===== config.mk =====
export PLATFORM = sky130hd
export DESIGN_NAME = mips_cpu_regfile_wb_arbiter_flat
export DESIGN_NICKNAME = d
export VERILOG_FILES = /design/src/rtl/mips_cpu_regfile_wb_arbiter_if.sv /design/src/rtl/mips_cpu_regfile_wb_arbiter.sv /design/src/flat_wrapper.sv
export SDC_FILE = /design/constraint.sdc
export NUM_CORES = 1
export LEC_CHECK = 0
export CELL_PAD_IN_SITES_DETAIL_PLACEMENT = 0
export CELL_PAD_IN_SITES_GLOBAL_PLACEMENT = 2
export CORE_MARGIN = 8
export CORE_UTILIZATION = 29
export CTS_CLUSTER_SIZE = 8
export DETAILED_ROUTE_END_ITERATION = 6
export HOLD_SLACK_MARGIN = 0.05
export PLACE_DENSITY = 0.93
export SETUP_SLACK_MARGIN = 0.05
export SLEW_MARGIN = 10
export SYNTH_ARGS = -nofsm -noshare
export SYNTH_HDL_FRONTEND = slang
export SYNTH_SLANG_ARGS = --single-unit

===== constraint.sdc =====
create_clock -name clk -period 10.75 [get_ports clk]
set_clock_uncertainty 0.15 [all_clocks]
set_input_delay 1.6125 -clock clk [delete_from_list [all_inputs] [get_ports clk]]
set_output_delay 1.6125 -clock clk [all_outputs]
set_load 0.005 [all_outputs]

===== src/rtl/mips_cpu_regfile_wb_arbiter_if.sv =====
// mips_cpu_regfile_wb_arbiter_if: write-back port bundle between pipeline stages and the register file arbiter.
interface mips_cpu_regfile_wb_arbiter_if;
  logic        alu_valid;
  logic        alu_ready;
  logic [4:0]  alu_reg;
  logic [31:0] alu_data;
  logic        ld_issue_valid;
  logic        ld_issue_ready;
  logic [4:0]  ld_issue_reg;
  logic [1:0]  ld_issue_kind;
  logic [1:0]  ld_issue_offset;
  logic        ld_ret_valid;
  logic [31:0] ld_ret_data;
  logic [4:0]  chk_reg_1;
  logic [4:0]  chk_reg_2;
  logic        hazard;
  logic        ld_ret_err;
  logic        rf_write_enable;
  logic [4:0]  rf_write_reg;
  logic [31:0] rf_write_data;
  logic        rf_orwrite;
  logic        rf_loadlorloadr;
  logic [1:0]  rf_shiftdata;
  modport master (
    output alu_valid, alu_reg, alu_data, ld_issue_valid, ld_issue_reg, ld_issue_kind,
           ld_issue_offset, ld_ret_valid, ld_ret_data, chk_reg_1, chk_reg_2,
    input  alu_ready, ld_issue_ready, hazard, ld_ret_err, rf_write_enable, rf_write_reg,
           rf_write_data, rf_orwrite, rf_loadlorloadr, rf_shiftdata
  );
  modport slave (
    input  alu_valid, alu_reg, alu_data, ld_issue_valid, ld_issue_reg, ld_issue_kind,
           ld_issue_offset, ld_ret_valid, ld_ret_data, chk_reg_1, chk_reg_2,
    output alu_ready, ld_issue_ready, hazard, ld_ret_err, rf_write_enable, rf_write_reg,
           rf_write_data, rf_orwrite, rf_loadlorloadr, rf_shiftdata
  );
endinterface


===== src/rtl/mips_cpu_regfile_wb_arbiter.sv =====
// mips_cpu_regfile_wb_arbiter: shares the register file write port between ALU results and in-order load returns.
// Define MIPS_CPU_WB_SCOREBOARD_EN to enable load-use hazard and WAW stall detection.
module mips_cpu_regfile_wb_arbiter #(
  parameter int LQ_DEPTH = 4
) (
  input logic clk,
  input logic reset,
  mips_cpu_regfile_wb_arbiter_if.slave bus
);
  localparam int AW = $clog2(LQ_DEPTH);
  localparam int CW = AW + 1;
  typedef struct packed {
    logic [4:0] rd;
    logic [1:0] kind;
    logic [1:0] off;
  } entry_t;
  entry_t q [LQ_DEPTH];
  entry_t h;
  logic [AW-1:0] head, tail;
  logic [CW-1:0] count;
  logic err, push, pop, waw, hz, merge;
  always_comb begin
    waw = 1'b0;
    hz = 1'b0;
`ifdef MIPS_CPU_WB_SCOREBOARD_EN
    for (int i = 0; i < LQ_DEPTH; i++) begin
      if ({1'b0, AW'(AW'(i) - head)} < count && q[i].rd != 5'd0) begin
        hz = hz || q[i].rd == bus.chk_reg_1 || q[i].rd == bus.chk_reg_2;
        waw = waw || q[i].rd == bus.alu_reg;
      end
    end
`endif
  end
`ifndef MIPS_CPU_WB_SCOREBOARD_EN
  logic unused_chk;
  assign unused_chk = ^{bus.chk_reg_1, bus.chk_reg_2};
`endif
  // A load return cannot be stalled, so it always owns the write port.
  always_comb begin
    h = q[head];
    pop = bus.ld_ret_valid && count != '0;
    bus.ld_issue_ready = !reset && count < CW'(LQ_DEPTH);
    bus.alu_ready = !reset && !pop && !waw;
    push = bus.ld_issue_valid && bus.ld_issue_ready;
    merge = h.kind == 2'd1 || h.kind == 2'd2;
    bus.rf_write_enable = 1'b0;
    bus.rf_write_reg = 5'd0;
    bus.rf_write_data = 32'd0;
    bus.rf_orwrite = 1'b0;
    bus.rf_loadlorloadr = 1'b0;
    bus.rf_shiftdata = 2'd0;
    if (!reset && pop) begin
      bus.rf_write_enable = h.rd != 5'd0;
      bus.rf_write_reg = h.rd;
      bus.rf_write_data = h.kind == 2'd1 ? bus.ld_ret_data << {h.off, 3'b000}
                        : h.kind == 2'd2 ? bus.ld_ret_data >> {2'd3 - h.off, 3'b000}
                        : bus.ld_ret_data;
      bus.rf_orwrite = merge;
      bus.rf_loadlorloadr = h.kind == 2'd2;
      bus.rf_shiftdata = merge ? h.off : 2'd0;
    end else if (bus.alu_valid && bus.alu_ready) begin
      bus.rf_write_enable = bus.alu_reg != 5'd0;
      bus.rf_write_reg = bus.alu_reg;
      bus.rf_write_data = bus.alu_data;
    end
  end
  assign bus.hazard = hz && !reset;
  assign bus.ld_ret_err = err && !reset;
  always_ff @(posedge clk) begin
    if (reset) begin
      head <= '0;
      tail <= '0;
      count <= '0;
      err <= 1'b0;
    end else begin
      if (push) begin
        q[tail] <= '{rd: bus.ld_issue_reg, kind: bus.ld_issue_kind, off: bus.ld_issue_offset};
        tail <= tail + AW'(1);
      end
      if (pop) head <= head + AW'(1);
      count <= count + CW'(push) - CW'(pop);
      if (bus.ld_ret_valid && count == '0) err <= 1'b1;
    end
  end
endmodule

===== src/flat_wrapper.sv =====
// flat-port wrapper written by rule: the top's interface ports become plain ports
module mips_cpu_regfile_wb_arbiter_flat 
#(
  parameter int LQ_DEPTH = 4
)
  (clk, reset, bus_alu_valid, bus_alu_reg, bus_alu_data, bus_ld_issue_valid, bus_ld_issue_reg, bus_ld_issue_kind, bus_ld_issue_offset, bus_ld_ret_valid, bus_ld_ret_data, bus_chk_reg_1, bus_chk_reg_2, bus_alu_ready, bus_ld_issue_ready, bus_hazard, bus_ld_ret_err, bus_rf_write_enable, bus_rf_write_reg, bus_rf_write_data, bus_rf_orwrite, bus_rf_loadlorloadr, bus_rf_shiftdata);
  mips_cpu_regfile_wb_arbiter_if bus_i ();
  input logic clk;
  input logic reset;
  input wire logic [$bits(bus_i.alu_valid)-1:0] bus_alu_valid;
  input wire logic [$bits(bus_i.alu_reg)-1:0] bus_alu_reg;
  input wire logic [$bits(bus_i.alu_data)-1:0] bus_alu_data;
  input wire logic [$bits(bus_i.ld_issue_valid)-1:0] bus_ld_issue_valid;
  input wire logic [$bits(bus_i.ld_issue_reg)-1:0] bus_ld_issue_reg;
  input wire logic [$bits(bus_i.ld_issue_kind)-1:0] bus_ld_issue_kind;
  input wire logic [$bits(bus_i.ld_issue_offset)-1:0] bus_ld_issue_offset;
  input wire logic [$bits(bus_i.ld_ret_valid)-1:0] bus_ld_ret_valid;
  input wire logic [$bits(bus_i.ld_ret_data)-1:0] bus_ld_ret_data;
  input wire logic [$bits(bus_i.chk_reg_1)-1:0] bus_chk_reg_1;
  input wire logic [$bits(bus_i.chk_reg_2)-1:0] bus_chk_reg_2;
  output wire logic [$bits(bus_i.alu_ready)-1:0] bus_alu_ready;
  output wire logic [$bits(bus_i.ld_issue_ready)-1:0] bus_ld_issue_ready;
  output wire logic [$bits(bus_i.hazard)-1:0] bus_hazard;
  output wire logic [$bits(bus_i.ld_ret_err)-1:0] bus_ld_ret_err;
  output wire logic [$bits(bus_i.rf_write_enable)-1:0] bus_rf_write_enable;
  output wire logic [$bits(bus_i.rf_write_reg)-1:0] bus_rf_write_reg;
  output wire logic [$bits(bus_i.rf_write_data)-1:0] bus_rf_write_data;
  output wire logic [$bits(bus_i.rf_orwrite)-1:0] bus_rf_orwrite;
  output wire logic [$bits(bus_i.rf_loadlorloadr)-1:0] bus_rf_loadlorloadr;
  output wire logic [$bits(bus_i.rf_shiftdata)-1:0] bus_rf_shiftdata;
  assign bus_i.alu_valid = bus_alu_valid;
  assign bus_i.alu_reg = bus_alu_reg;
  assign bus_i.alu_data = bus_alu_data;
  assign bus_i.ld_issue_valid = bus_ld_issue_valid;
  assign bus_i.ld_issue_reg = bus_ld_issue_reg;
  assign bus_i.ld_issue_kind = bus_ld_issue_kind;
  assign bus_i.ld_issue_offset = bus_ld_issue_offset;
  assign bus_i.ld_ret_valid = bus_ld_ret_valid;
  assign bus_i.ld_ret_data = bus_ld_ret_data;
  assign bus_i.chk_reg_1 = bus_chk_reg_1;
  assign bus_i.chk_reg_2 = bus_chk_reg_2;
  assign bus_alu_ready = bus_i.alu_ready;
  assign bus_ld_issue_ready = bus_i.ld_issue_ready;
  assign bus_hazard = bus_i.hazard;
  assign bus_ld_ret_err = bus_i.ld_ret_err;
  assign bus_rf_write_enable = bus_i.rf_write_enable;
  assign bus_rf_write_reg = bus_i.rf_write_reg;
  assign bus_rf_write_data = bus_i.rf_write_data;
  assign bus_rf_orwrite = bus_i.rf_orwrite;
  assign bus_rf_loadlorloadr = bus_i.rf_loadlorloadr;
  assign bus_rf_shiftdata = bus_i.rf_shiftdata;
  mips_cpu_regfile_wb_arbiter #(.LQ_DEPTH(LQ_DEPTH)) u_core (.clk(clk), .reset(reset), .bus(bus_i));
endmodule

After elaboration in Yosys (flattened, before gate mapping)
Memories as Yosys holds them, arrays and structs flattened. A register that Yosys moved wholly into a read port is not among the register bits.
Index checks and enable logic that the tools add are counted.
Widths: inputs -> output; s select.
Storage, ports and cells
  register bits after elaboration: 8
  latch bits: 0
  memory bits (writable): 36
  ROM bits: 0
  bits of input ports: 93
  output and inout bits: 46
  memories: 1
Memory list
  u_core.q: depth 4, bits a word 9, rd ports 1, clocked after Yosys merged registers in 1, wr ports 1, RTL line mips_cpu_regfile_wb_arbiter.sv:17  | entry_t q [LQ_DEPTH];
Cells by class
  $add $sub $neg: 5
  $mul: 0
  div/mod/pow operators: 0
  $lt $le $gt $ge: 1
  eq/ne operators: 2
  shift-type cells: 2
  muxes and demuxes: 17
  bitwise operators: 0
  reductions and logical operators: 15
Operators with widths (number)
  $mux 32: 4
  $shl 32x5->32: 1
  $shr 32x5->32: 1
  $mux 5: 2
  $reduce_bool 5->1: 2
  $logic_and 1x1->1: 8
  $mux 2: 4
  $mux 1: 7
  $add 2x1->2 const B: 2
  $add 3x1->3: 1
  $logic_not 3->1: 1
  $lt 3x3->1 const B: 1
  $reduce_bool 3->1: 1
  $sub 3x1->3: 1
  $eq 2x1->1 const B: 1
  $eq 2x2->1 const B: 1
  $logic_not 1->1: 2
  $sub 2x2->2 const A: 1
  $logic_or 1x1->1: 1

Longest topological paths before layout
Gate-level depths: netlist of the first run.
  depth in word-level cells: 7
  depth in mapped cells: 12

Worst setup path after synthesis of the first run
OpenSTA, ideal clock, no wires.
  path kind: flip-flop to output port
  start point: register (tool-made name)
  end point: output port bus_rf_write_data[15]
  data arrival time: 3.089 ns
  path slack: 5.898 ns
  stages on the path, launching flop included: 13
  buffers on the path: 5
  cells stage by stage: dfxtp_1 > buf_6 > clkbuf_1 > clkbuf_1 > mux4_2 > inv_1 > ha_1 > nor2b_1 > and3_1 > buf_1 > clkbuf_1 > a32o_1 > a211o_1
RTL lines
  end: declaration: RTL line flat_wrapper.sv:27  | output wire logic [$bits(bus_i.rf_write_data)-1:0] bus_rf_write_data;

Worst setup path in the final report of the first run
  start point: input port reset
  end point: output port bus_rf_write_data[6]
Between the ends
  word-level cells in the longest chain between the ends: 5
RTL lines
  start: declaration: RTL line flat_wrapper.sv:9  | input logic reset;
  $logic_not 1->1 (*): RTL line mips_cpu_regfile_wb_arbiter.sv:43, mips_cpu_regfile_wb_arbiter.sv:52
  $logic_and 1x1->1: RTL line mips_cpu_regfile_wb_arbiter.sv:43  | bus.alu_ready = !reset && !pop && !waw;
  $logic_and 1x1->1: RTL line mips_cpu_regfile_wb_arbiter.sv:61  | end else if (bus.alu_valid && bus.alu_ready) begin
  $mux 32: RTL line mips_cpu_regfile_wb_arbiter.sv:61
  $mux 32 (*): RTL line mips_cpu_regfile_wb_arbiter.sv:52  | if (!reset && pop) begin
Mark *: on every way between the ends. The rest lies on a longest branch, timed or not.

==> metrics.md, run 1 <==
| Metric | Value |
|---|---|
| Outcome | `finished, final reports clean` |
| Overall routed net length | `13170 um` |
| Final Cycle Share | `0.6019` |
| Multi-input combinational cell area | `2105 sq um` |
| Hold depth | `2` |
| Die height | `127.5 um` |
| Worst Tran Pin Value | `1.090 ns` |
| Hold wc startpoint | `u_core.err$_SDFFE_PP0P_` |
| Final #Nets | `560` |
| Skew-Pair Late Insertion Delay | `0.28 ns` |
| Syn Area/Cell | `10.26 sq um` |
| Launch point of the worst reg-to-reg path | `u_core.count[2]$_SDFF_PP0_` |
| Min Tclk post-route | `6.470 ns` |
| #FFs+latches synth | `46` |
| Syn Nets | `453` |
| Slew Limit Fails | `0` |
| H-tree Lvls | `2` |
| Setup bufs post-CTS | `0` |
| Worst reg2reg path endpoint | `u_core.count[2]$_SDFF_PP0_` |
| CP startpoint kind | `input port` |
| Leak | `1.838 nW` |
| Largest net degree at the start of global routing | `44` |
| Final setup viols | `0` |
| Post-Synthesis Cells | `351` |
| Global-route wire length before repair | `20200 um` |
| Die area | `16240 sq um` |
| # DRC | `0` |
| Synth Cell Area | `3602 sq um` |
| Fillers | `1178` |
| Worst R2R Path Depth | `9` |
| Clock sinks | `46` |
| First drt pass iteration count | `5` |
| CTS tree | `yes` |
| Routed vias/inst | `5.592` |
| Setup repair after global routing missed its margin | `false` |
| 1st-iter DRT viols | `302` |
| Cell variety after synth | `55` |
| PD cells | `169.2 nW/um^2` |
| Total track usage | `0.1565` |
| Clock Path Buffers | `2` |
| Starting density of the core | `0.2987` |
| YS warnings | `0` |
| Total Power | `0.0008630 W` |
| Cell family with most CP delay | `simple AND/OR/NAND/NOR gates` |
| Setup WS pre-CTS | `4.238 ns` |
| Crit path max fanout | `15` |
| Total gr overflow | `0` |
| Register-to-register setup slack | `8.42 ns` |
| Hold worst-path end | `u_core.err$_SDFFE_PP0P_` |
| Ys flop type | `edfxtp_1` |
| Vias in the first global route | `3593` |
| # resized after CTS | `0` |
| Antenna-violating nets left | `0` |
| CP Capture Type | `output pin` |
| Crit Path Class | `input port to output pin` |
| Final Hold Viols | `0` |
| Core Region | `12060 sq um` |
| Ys async rst share | `0` |
| EDFF count, synth | `36` |
| Hold Buf Count CTS | `0` |
| Hold WS | `0.3262 ns` |
| Arrival time worst endpoint | `4.71 ns` |
| Worst path bufs/invs | `2` |
| IR drop worst, VDD | `0.1110 mV` |
| Register Area | `1281 sq um` |
| Max-cap violations | `0` |
| I/O Buffers | `127` |
| FP Rows | `40` |
| Inst Count DP | `619` |
| Die Width | `127.5 um` |
| Setup ws final | `4.280 ns` |
| TNS Setup | `0 ns` |
| Hold Path Class | `flip-flop to flip-flop` |
| Total number of vias | `3512` |
| Worst path most repeated cell | `clkdlybuf4s50_1` |
| Critical Path RT | `8.99 ns` |
| Slew HR | `0.2526` |
| Root Driver | `clkbuf_16` |
| Worst-path clk slew | `0.06 ns` |
| Post-DP HPWL | `9614 um` |
| Synth-to-Final Area Change | `41.61%` |
| Post-synthesis sequential area ratio | `0.3557` |
| CTS buffer count | `5` |
| Max Freq | `0.1546 GHz` |
| Finished Layout Cells | `628` |
| Final Wtd Congestion | `0.8722` |
| CP peak stage delay | `0.73 ns` |
| CP Cell Sequence | `clkdlybuf4s50_1, nand2b_1, nor3_2, and2_1, a221o_1, clkdlybuf4s50_1` |
| Share of cells above drive strength 1 | `0.07625` |
| WL/cell | `20.96 um` |
| # IOs | `139` |
| Initial antenna violation count | `0` |
| Slowest cell on the critical path | `nor3_2` |
==> per-stage QoR <==
stage               utilization  instance area (sq um)
detailed placement       0.4104                   4950
floorplan                     -                   3602
finish                   0.4229                   5101
CTS                      0.4227                   5099
global placement         0.4104                   4950
global route             0.4227                   5099
==> cell usage in the layout, fill, tap and decap left out, types with 9 or more instances in the layout <==
master           count
clkdlybuf4s50_1    127
edfxtp_1            36
nand2_1             22
inv_1               16
nor3_1              16
mux2i_1             16
o31ai_1             15
nor2b_1             13
nor2_1              12
nand2b_1            10
dfxtp_1             10
a211o_1              9
==> cell families after synthesis <==
family,share of synthesized area
muxes,0.1143
and+or+nand+nor,0.1549
buffers and inverters,0.06148
DFF,0.3557
adders and majority gates,0.03335
AOI/OAI and AO/OA,0.2671
xor gates and xnor gates,0.01216
other,0.001041
==> layout make-up <==
class,instances,share of cell area
Antenna cell,1,0.0004906
Clock buffer,5,0.02453
Timing Repair Buffer,130,0.2536
Clock inverter,3,0.004660
Tap cell,168,0.04121
Sequential cell,46,0.2512
Inverter,16,0.01177
Multi-Input combinational cell,259,0.4126
==> synth_stat cells (2+ instances only) <==
cell type,count,area [sq um]
mux2i_1,16,160.2
o221ai_1,4,35.03
and2_4,7,61.31
buf_6,5,56.30
or4_1,2,15.01
a21oi_1,5,25.02
xor2_1,2,17.52
nor2b_1,13,81.33
mux4_2,8,180.2
clkbuf_1,14,52.55
nand2b_1,10,62.56
buf_2,6,30.03
o211a_1,4,40.04
a221oi_1,7,61.31
a32oi_1,8,70.07
o32ai_1,8,70.07
buf_1,4,15.01
nor2_1,12,45.04
o21ai_0,8,40.04
or3_1,3,18.77
nand3_1,2,10.01
a22o_1,6,52.55
inv_1,16,60.06
edfxtp_1,36,1081
a31oi_1,7,43.79
nor3_1,16,80.08
xnor2_1,3,26.28
nand2_1,22,82.58
a32o_1,8,80.08
o311a_1,7,70.07
ha_1,8,100.1
a211o_1,9,78.83
dfxtp_1,10,200.2
mux2_2,4,45.04
and3_1,5,31.28
a221o_1,8,80.08
o31ai_1,15,112.6
o22ai_1,6,37.54
==> flip-flops by register name (all words and copies together) (netlist names), named ones only <==
signal,count
u_core.head,2
u_core.count,3
u_core.err,1
u_core.tail,2
u_core.q,36
==> worst register-to-register path, delay by kind of cell, from the launching register on <==
kind / cells / cell delay [ns]
adders and majority gates: 3 / 0.84
and+or+nand+nor: 1 / 0.05
xor gates and xnor gates: 2 / 0.29
DFF: 1 / 0.36
AOI/OAI and AO/OA: 1 / 0.40
buffers and inverters: 2 / 0.11
==> how the worst max path moves through the flow <==
stage / startpoint / endpoint / cells after the start
2_1_floorplan: flip-flop / bus_rf_write_data[15] / 12
3_5_place_dp: reset / bus_rf_write_data[6] / 6
3_3_place_gp: reset / bus_rf_write_data[6] / 6
5_1_grt: reset / bus_rf_write_data[6] / 6
6_report: reset / bus_rf_write_data[6] / 6
4_1_cts: reset / bus_rf_write_data[6] / 6
==> routing by layer <==
metal | GRT usage | up-vias | wire length, um
met3 | 0.03245 | 12 | 1051
li1 | - | 1627 | -
met5 | 0 | - | 0
met4 | 0.04339 | 0 | 174
met1 | 0.1859 | 1729 | 5507
met2 | 0.2787 | 144 | 6431
==> power breakdown <==
part           switching [W]  internal, W  total (W)
sequential         0.0000149     0.000210   0.000225
clock              0.0000642    0.0000868   0.000151
combinational       0.000255     0.000232   0.000487
(Power assumes the default switching activity.)
==> run 2, diff against run 1 <==
Settings changed: CORE_UTILIZATION 29 to 27, PLACE_DENSITY 0.93 to 0.88.
Clock period 10.75 ns to 6.3 ns, I/O delays scaled along.
==> metrics.md, run 2 (same netlist as run 1, synthesis figures left out) <==
| Metric | Value |
|---|---|
| Hold depth | `2 (unchanged)` |
| Post-DP HPWL | `9669 um (+0.57%)` |
| Leak | `1.853 nW (+0.84%)` |
| 1st-iter DRT viols | `229 (-24%)` |
| Vias in the first global route | `3627 (+0.95%)` |
| Global-route wire length before repair | `20370 um (+0.82%)` |
| Biggest regs | `u_core.q x36, u_core.count x3` |
| Skew-Pair Late Insertion Delay | `0.28 ns (about the same)` |
| FP Rows | `42 (+5.0%)` |
| Max reg flops | `36 (unchanged)` |
| Setup ws final | `1.040 ns (-3.240 ns)` |
| Share of cells above drive strength 1 | `0.07609 (-0.0001658)` |
| Outcome | `finished, final reports clean` |
| Setup repair after global routing missed its margin | `false` |
| Hold Path Class | `flip-flop to flip-flop` |
| Slew Limit Fails | `0 (unchanged)` |
| Hold Buf Count CTS | `0 (unchanged)` |
| Routed vias/inst | `5.440 (-2.7%)` |
| WL/cell | `20.59 um (-1.8%)` |
| Worst reg2reg path endpoint | `u_core.count[2]$_SDFF_PP0_` |
| Total gr overflow | `0 (unchanged)` |
| Setup WS pre-CTS | `1.265 ns (-2.973 ns)` |
| CP Capture Type | `output pin` |
| Crit Path Class | `flip-flop to output pin` |
| Worst R2R Path Depth | `9 (unchanged)` |
| Largest net degree at the start of global routing | `44 (unchanged)` |
| Arrival time worst endpoint | `4.17 ns (-0.54 ns)` |
| # IOs | `139 (unchanged)` |
| Worst-path clk slew | `0.06 ns (about the same)` |
| Worst Tran Pin Value | `1.109 ns (+0.01947 ns)` |
| Total number of vias | `3465 (-1.3%)` |
| Final Hold Viols | `0 (unchanged)` |
| # resized after CTS | `0 (unchanged)` |
| Launch point of the worst reg-to-reg path | `u_core.count[2]$_SDFF_PP0_` |
| Die Width | `131.5 um (+3.2%)` |
| Die area | `17290 sq um (+6.5%)` |
| Commonest non-fill, non-tap cell in the layout | `clkdlybuf4s50_1` |
| Clock sinks | `46 (unchanged)` |
| Initial antenna violation count | `1 (+1)` |
| IR drop worst, VDD | `0.1894 mV (+71%)` |
| Critical Path RT | `5.20 ns (-3.79 ns)` |
| First drt pass iteration count | `4 (-1)` |
| H-tree Lvls | `2 (unchanged)` |
| Total track usage | `0.1449 (-0.01164)` |
| Slew HR | `0.2392 (-0.01335)` |
| I/O Buffers | `127 (unchanged)` |
| TNS Setup | `0 ns (unchanged)` |
| Top reg by flops | `u_core.q` |
| Final Wtd Congestion | `0.8232 (-5.6%)` |
| # DRC | `0 (unchanged)` |
| Register-to-register setup slack | `3.97 ns (-4.45 ns)` |
| Min Tclk post-route | `5.260 ns` |
| Max-cap violations | `0 (unchanged)` |
| Clock Path Buffers | `2 (unchanged)` |
| Crit path max fanout | `43 (+28)` |
| CP startpoint kind | `flip-flop` |
| Overall routed net length | `13120 um (-0.35%)` |
| CTS buffer count | `5 (unchanged)` |
| Starting density of the core | `0.2742 (-0.02446)` |
| Root Driver | `clkbuf_16` |
| Max Freq | `0.1901 GHz` |
| Setup bufs post-CTS | `0 (unchanged)` |
| PD cells | `293.1 nW/um^2 (+73%)` |
| Final #Nets | `561 (+0.18%)` |
| Fin util | `0.3910 (-0.03197)` |
| Synth-to-Final Area Change | `42.58%` |
| Most frequent cells in the layout | `clkdlybuf4s50_1 (127), edfxtp_1 (36), nand2_1 (22)` |
| CTS tree | `yes` |
| Die height | `131.5 um (+3.2%)` |
| Final Cycle Share | `0.8349` |
| Hold wc startpoint | `u_core.err$_SDFFE_PP0P_` |
| Antenna-violating nets left | `0 (unchanged)` |
| Final setup viols | `0 (unchanged)` |
| Hold worst-path end | `u_core.err$_SDFFE_PP0P_` |
| Core Region | `13140 sq um (+8.9%)` |
-- run 2: how the worst max path moves through the flow --
stage | slack [ns] | end | cells past startpoint
after global placement | 1.29 | bus_rf_write_data[6] | 6
after CTS | 0.97 | bus_rf_write_data[6] | 6
after global routing | 0.72 | bus_rf_write_data[6] | 6
final | 1.04 | bus_rf_write_data[6] | 6
after floorplan | 2.12 | bus_rf_write_data[15] | 12
after detailed placement | 1.26 | bus_rf_write_data[6] | 6
-- run 2: power breakdown --
part,leakage (nW),switching (W),total [W],internal [W]
registers,0.408,0.0000348,0.000393,0.000358
clock network,0.0771,0.000101,0.000288,0.000187
logic,1.37,0.000427,0.000824,0.000397
-- run 2: layout make-up --
class	instances	area, sq um
diodes	1	2.502
clock buffers	6	128.9
clock inverters	2	37.54
fillers	1294	8001
inverters	16	60.06
multi-input cells	259	2105
flip-flops and latches	46	1281
well taps	176	220.2
repair buffers	131	1301
-- run 2: metrics by stage --
step,hold WS (ns),instances,cell area (sq um),power [W]
after floorplan,0.2790,351,3602,0.0009157
after global placement,0.3047,628,4967,0.001211
after detailed placement,0.3107,628,4967,0.001225
after CTS,0.3268,636,5134,0.001514
after global routing,0.3591,636,5134,0.001605
final,0.3290,637,5136,0.001505
-- run 2: worst max-delay path, cell delays in order (launching register included) --
cell	delay, ns
dfxtp_1	0.61
buf_4	0.30
mux4_2	0.89
a21o_1	0.76
and2_1	0.55
a221o_1	0.25
clkdlybuf4s50_1	0.50
-- run 2: layer usage --
metal	up-vias	track usage	share of wire
met5	-	0	0.00061
li1	1621	-	-
met3	13	0.02706	0.070
met4	2	0.04403	0.013
met2	132	0.2439	0.48
met1	1697	0.1838	0.44
==> run 3, diff against run 2 <==
Clock period 6.3 ns to 5.5 ns, I/O delays scaled along.
==> metrics.md, run 3 (same netlist as run 1, synthesis figures left out) <==
| Metric | Value |
|---|---|
| Global-route wire length before repair | `20440 um (+0.37%)` |
| # resized after CTS | `0 (unchanged)` |
| Overall routed net length | `13280 um (+1.2%)` |
| IR drop worst, VDD | `0.2903 mV (+53%)` |
| 1st-iter DRT viols | `212 (-7.4%)` |
| Max reg flops | `36 (unchanged)` |
| Die height | `131.5 um (unchanged)` |
| DRT met1 WL | `5439 um (-5.0%)` |
| Slew Limit Fails | `0 (unchanged)` |
| # DRC | `0 (unchanged)` |
| Fin util | `0.3945 (+0.003524)` |
| Total gr overflow | `0 (unchanged)` |
| Crit Path Class | `flip-flop to output pin` |
| Setup bufs post-CTS | `0 (unchanged)` |
| Final Cycle Share | `0.8832` |
| Hold Path Class | `flip-flop to flip-flop` |
| Register Area | `1281 sq um (unchanged)` |
| Multi-input combinational cell area | `2105 sq um (unchanged)` |
| Initial antenna violation count | `0 (-1)` |
| Top reg by flops | `u_core.q` |
| CP peak stage delay | `0.73 ns (-0.16 ns)` |
| CP Capture Type | `output pin` |
| Antenna-violating nets left | `0 (unchanged)` |
| Min Tclk post-route | `4.858 ns` |
| Slew HR | `0.4034 (+0.1642)` |
| Total Power | `0.001741 W (+16%)` |
| First drt pass iteration count | `4 (unchanged)` |
| Final #Nets | `568 (+1.2%)` |
| Largest net degree at the start of global routing | `39 (-11%)` |
| Met2 routed WL | `6577 um (+4.5%)` |
| Final Hold Viols | `0 (unchanged)` |
| Highest metal used | `met4` |
| Register-to-register setup slack | `3.15 ns (-0.82 ns)` |
| Outcome | `finished, final reports clean` |
| Vias in the first global route | `3608 (-0.52%)` |
| Clock Path Buffers | `2 (unchanged)` |
| Arrival time worst endpoint | `3.88 ns (-0.29 ns)` |
| Fillers | `1295 (+0.077%)` |
| Critical Path RT | `4.53 ns (-0.67 ns)` |
| Die area | `17290 sq um (unchanged)` |
| Clock sinks | `46 (unchanged)` |
| Setup repair after global routing missed its margin | `false` |
| Total number of vias | `3485 (+0.58%)` |
| Starting density of the core | `0.2742 (unchanged)` |
| Leak | `1.890 nW (+2.0%)` |
| PD cells | `335.9 nW/um^2 (+15%)` |
| I/O Buffers | `127 (unchanged)` |
| TNS Setup | `0 ns (unchanged)` |
| H-tree Lvls | `2 (unchanged)` |
| Total track usage | `0.1469 (+0.002053)` |
| Max-cap violations | `0 (unchanged)` |
| Met3 WL post-DR | `1024 um (+11%)` |
| Most frequent cells in the layout | `clkdlybuf4s50_1 (127), edfxtp_1 (36), nand2_1 (22)` |
| # IOs | `139 (unchanged)` |
| Synth-to-Final Area Change | `43.87%` |
| CP Cell Sequence | `mux4_2, inv_1, ha_1, buf_4, or4b_1, o2bb2ai_4, a221o_1, clkdlybuf4s50_1` |
| Post-DP HPWL | `9971 um (+3.1%)` |
| Final setup viols | `0 (unchanged)` |
| FP Rows | `42 (unchanged)` |
| Core Region | `13140 sq um (unchanged)` |
| Hold Buf Count CTS | `0 (unchanged)` |
| Placed cell area | `5020 sq um (+1.1%)` |
| Worst-path clk slew | `0.06 ns (about the same)` |
| Max Freq | `0.2059 GHz` |
| Biggest regs | `u_core.q x36, u_core.count x3` |
| CP startpoint kind | `flip-flop` |
| Crit path max fanout | `16 (-63%)` |
| Skew-Pair Late Insertion Delay | `0.28 ns (about the same)` |
| CTS buffer count | `5 (unchanged)` |
| WL/cell | `20.65 um (+0.28%)` |
| CTS tree | `yes` |
| Commonest non-fill, non-tap cell in the layout | `clkdlybuf4s50_1` |
| Die Width | `131.5 um (unchanged)` |
| Worst Tran Pin Value | `0.8930 ns (-0.2164 ns)` |
| Ant. Diodes | `0 (-1)` |
| Routed vias/inst | `5.420 (-0.36%)` |
| Share of cells above drive strength 1 | `0.08779 (+0.01171)` |
| Final Wtd Congestion | `0.8265 (+0.40%)` |
| Root Driver | `clkbuf_16` |
| Slowest cell on the critical path | `or4b_1` |
| Final Cell Area | `5182 sq um (+0.90%)` |
==> run 3: power breakdown <==
| part | internal [W] | total (W) | switching, W |
|---|---|---|---|
| combinational | 0.000469 | 0.000964 | 0.000494 |
| clock | 0.000214 | 0.000327 | 0.000113 |
| sequential | 0.000410 | 0.000450 | 0.0000398 |
==> run 3: path summary, 6_finish.rpt <==
kind / from / endpoint / cells past startpoint
max: flip-flop / bus_rf_write_data[2] / 8
min: u_core.err$_SDFFE_PP0P_ / u_core.err$_SDFFE_PP0P_ / 2
max reg2reg: u_core.count[2]$_SDFF_PP0_ / u_core.count[2]$_SDFF_PP0_ / 9
min reg2reg: u_core.err$_SDFFE_PP0P_ / u_core.err$_SDFFE_PP0P_ / 2
==> run 3: cell type report <==
cell class                      instances  share of cell area
Multi-Input combinational cell        259              0.4061
Timing Repair Buffer                  138              0.2612
Sequential cell                        46              0.2472
Tap cell                              176             0.04249
Clock buffer                            7             0.02559
Inverter                               16             0.01159
Clock inverter                          1            0.005794
==> run 3: per-stage QoR <==
stage / setup WS (ns) / hold slack, ns / std cells
6_report: 0.6424 / 0.3254 / 643
5_1_grt: 0.4209 / 0.3852 / 643
4_1_cts: 0.5477 / 0.3370 / 643
3_5_place_dp: 0.8629 / 0.3203 / 635
3_3_place_gp: 0.8697 / 0.3069 / 635
2_1_floorplan: 1.436 / 0.2790 / 351
==> run 3: critical path: cells and delay by family, from the launching register on <==
kind,cells,cell delay [ns]
DFF,1,0.69
and+or+nand+nor,1,0.73
muxes,1,0.60
adders and majority gates,1,0.13
AOI/OAI and AO/OA,2,0.62
buffers and inverters,3,0.83
==> run 3: layer usage <==
metal / up-vias / global-route usage
met3: 14 / 0.02858
met5: - / 0
met1: 1676 / 0.1789
met4: 0 / 0.04722
met2: 155 / 0.2548
li1: 1640 / -
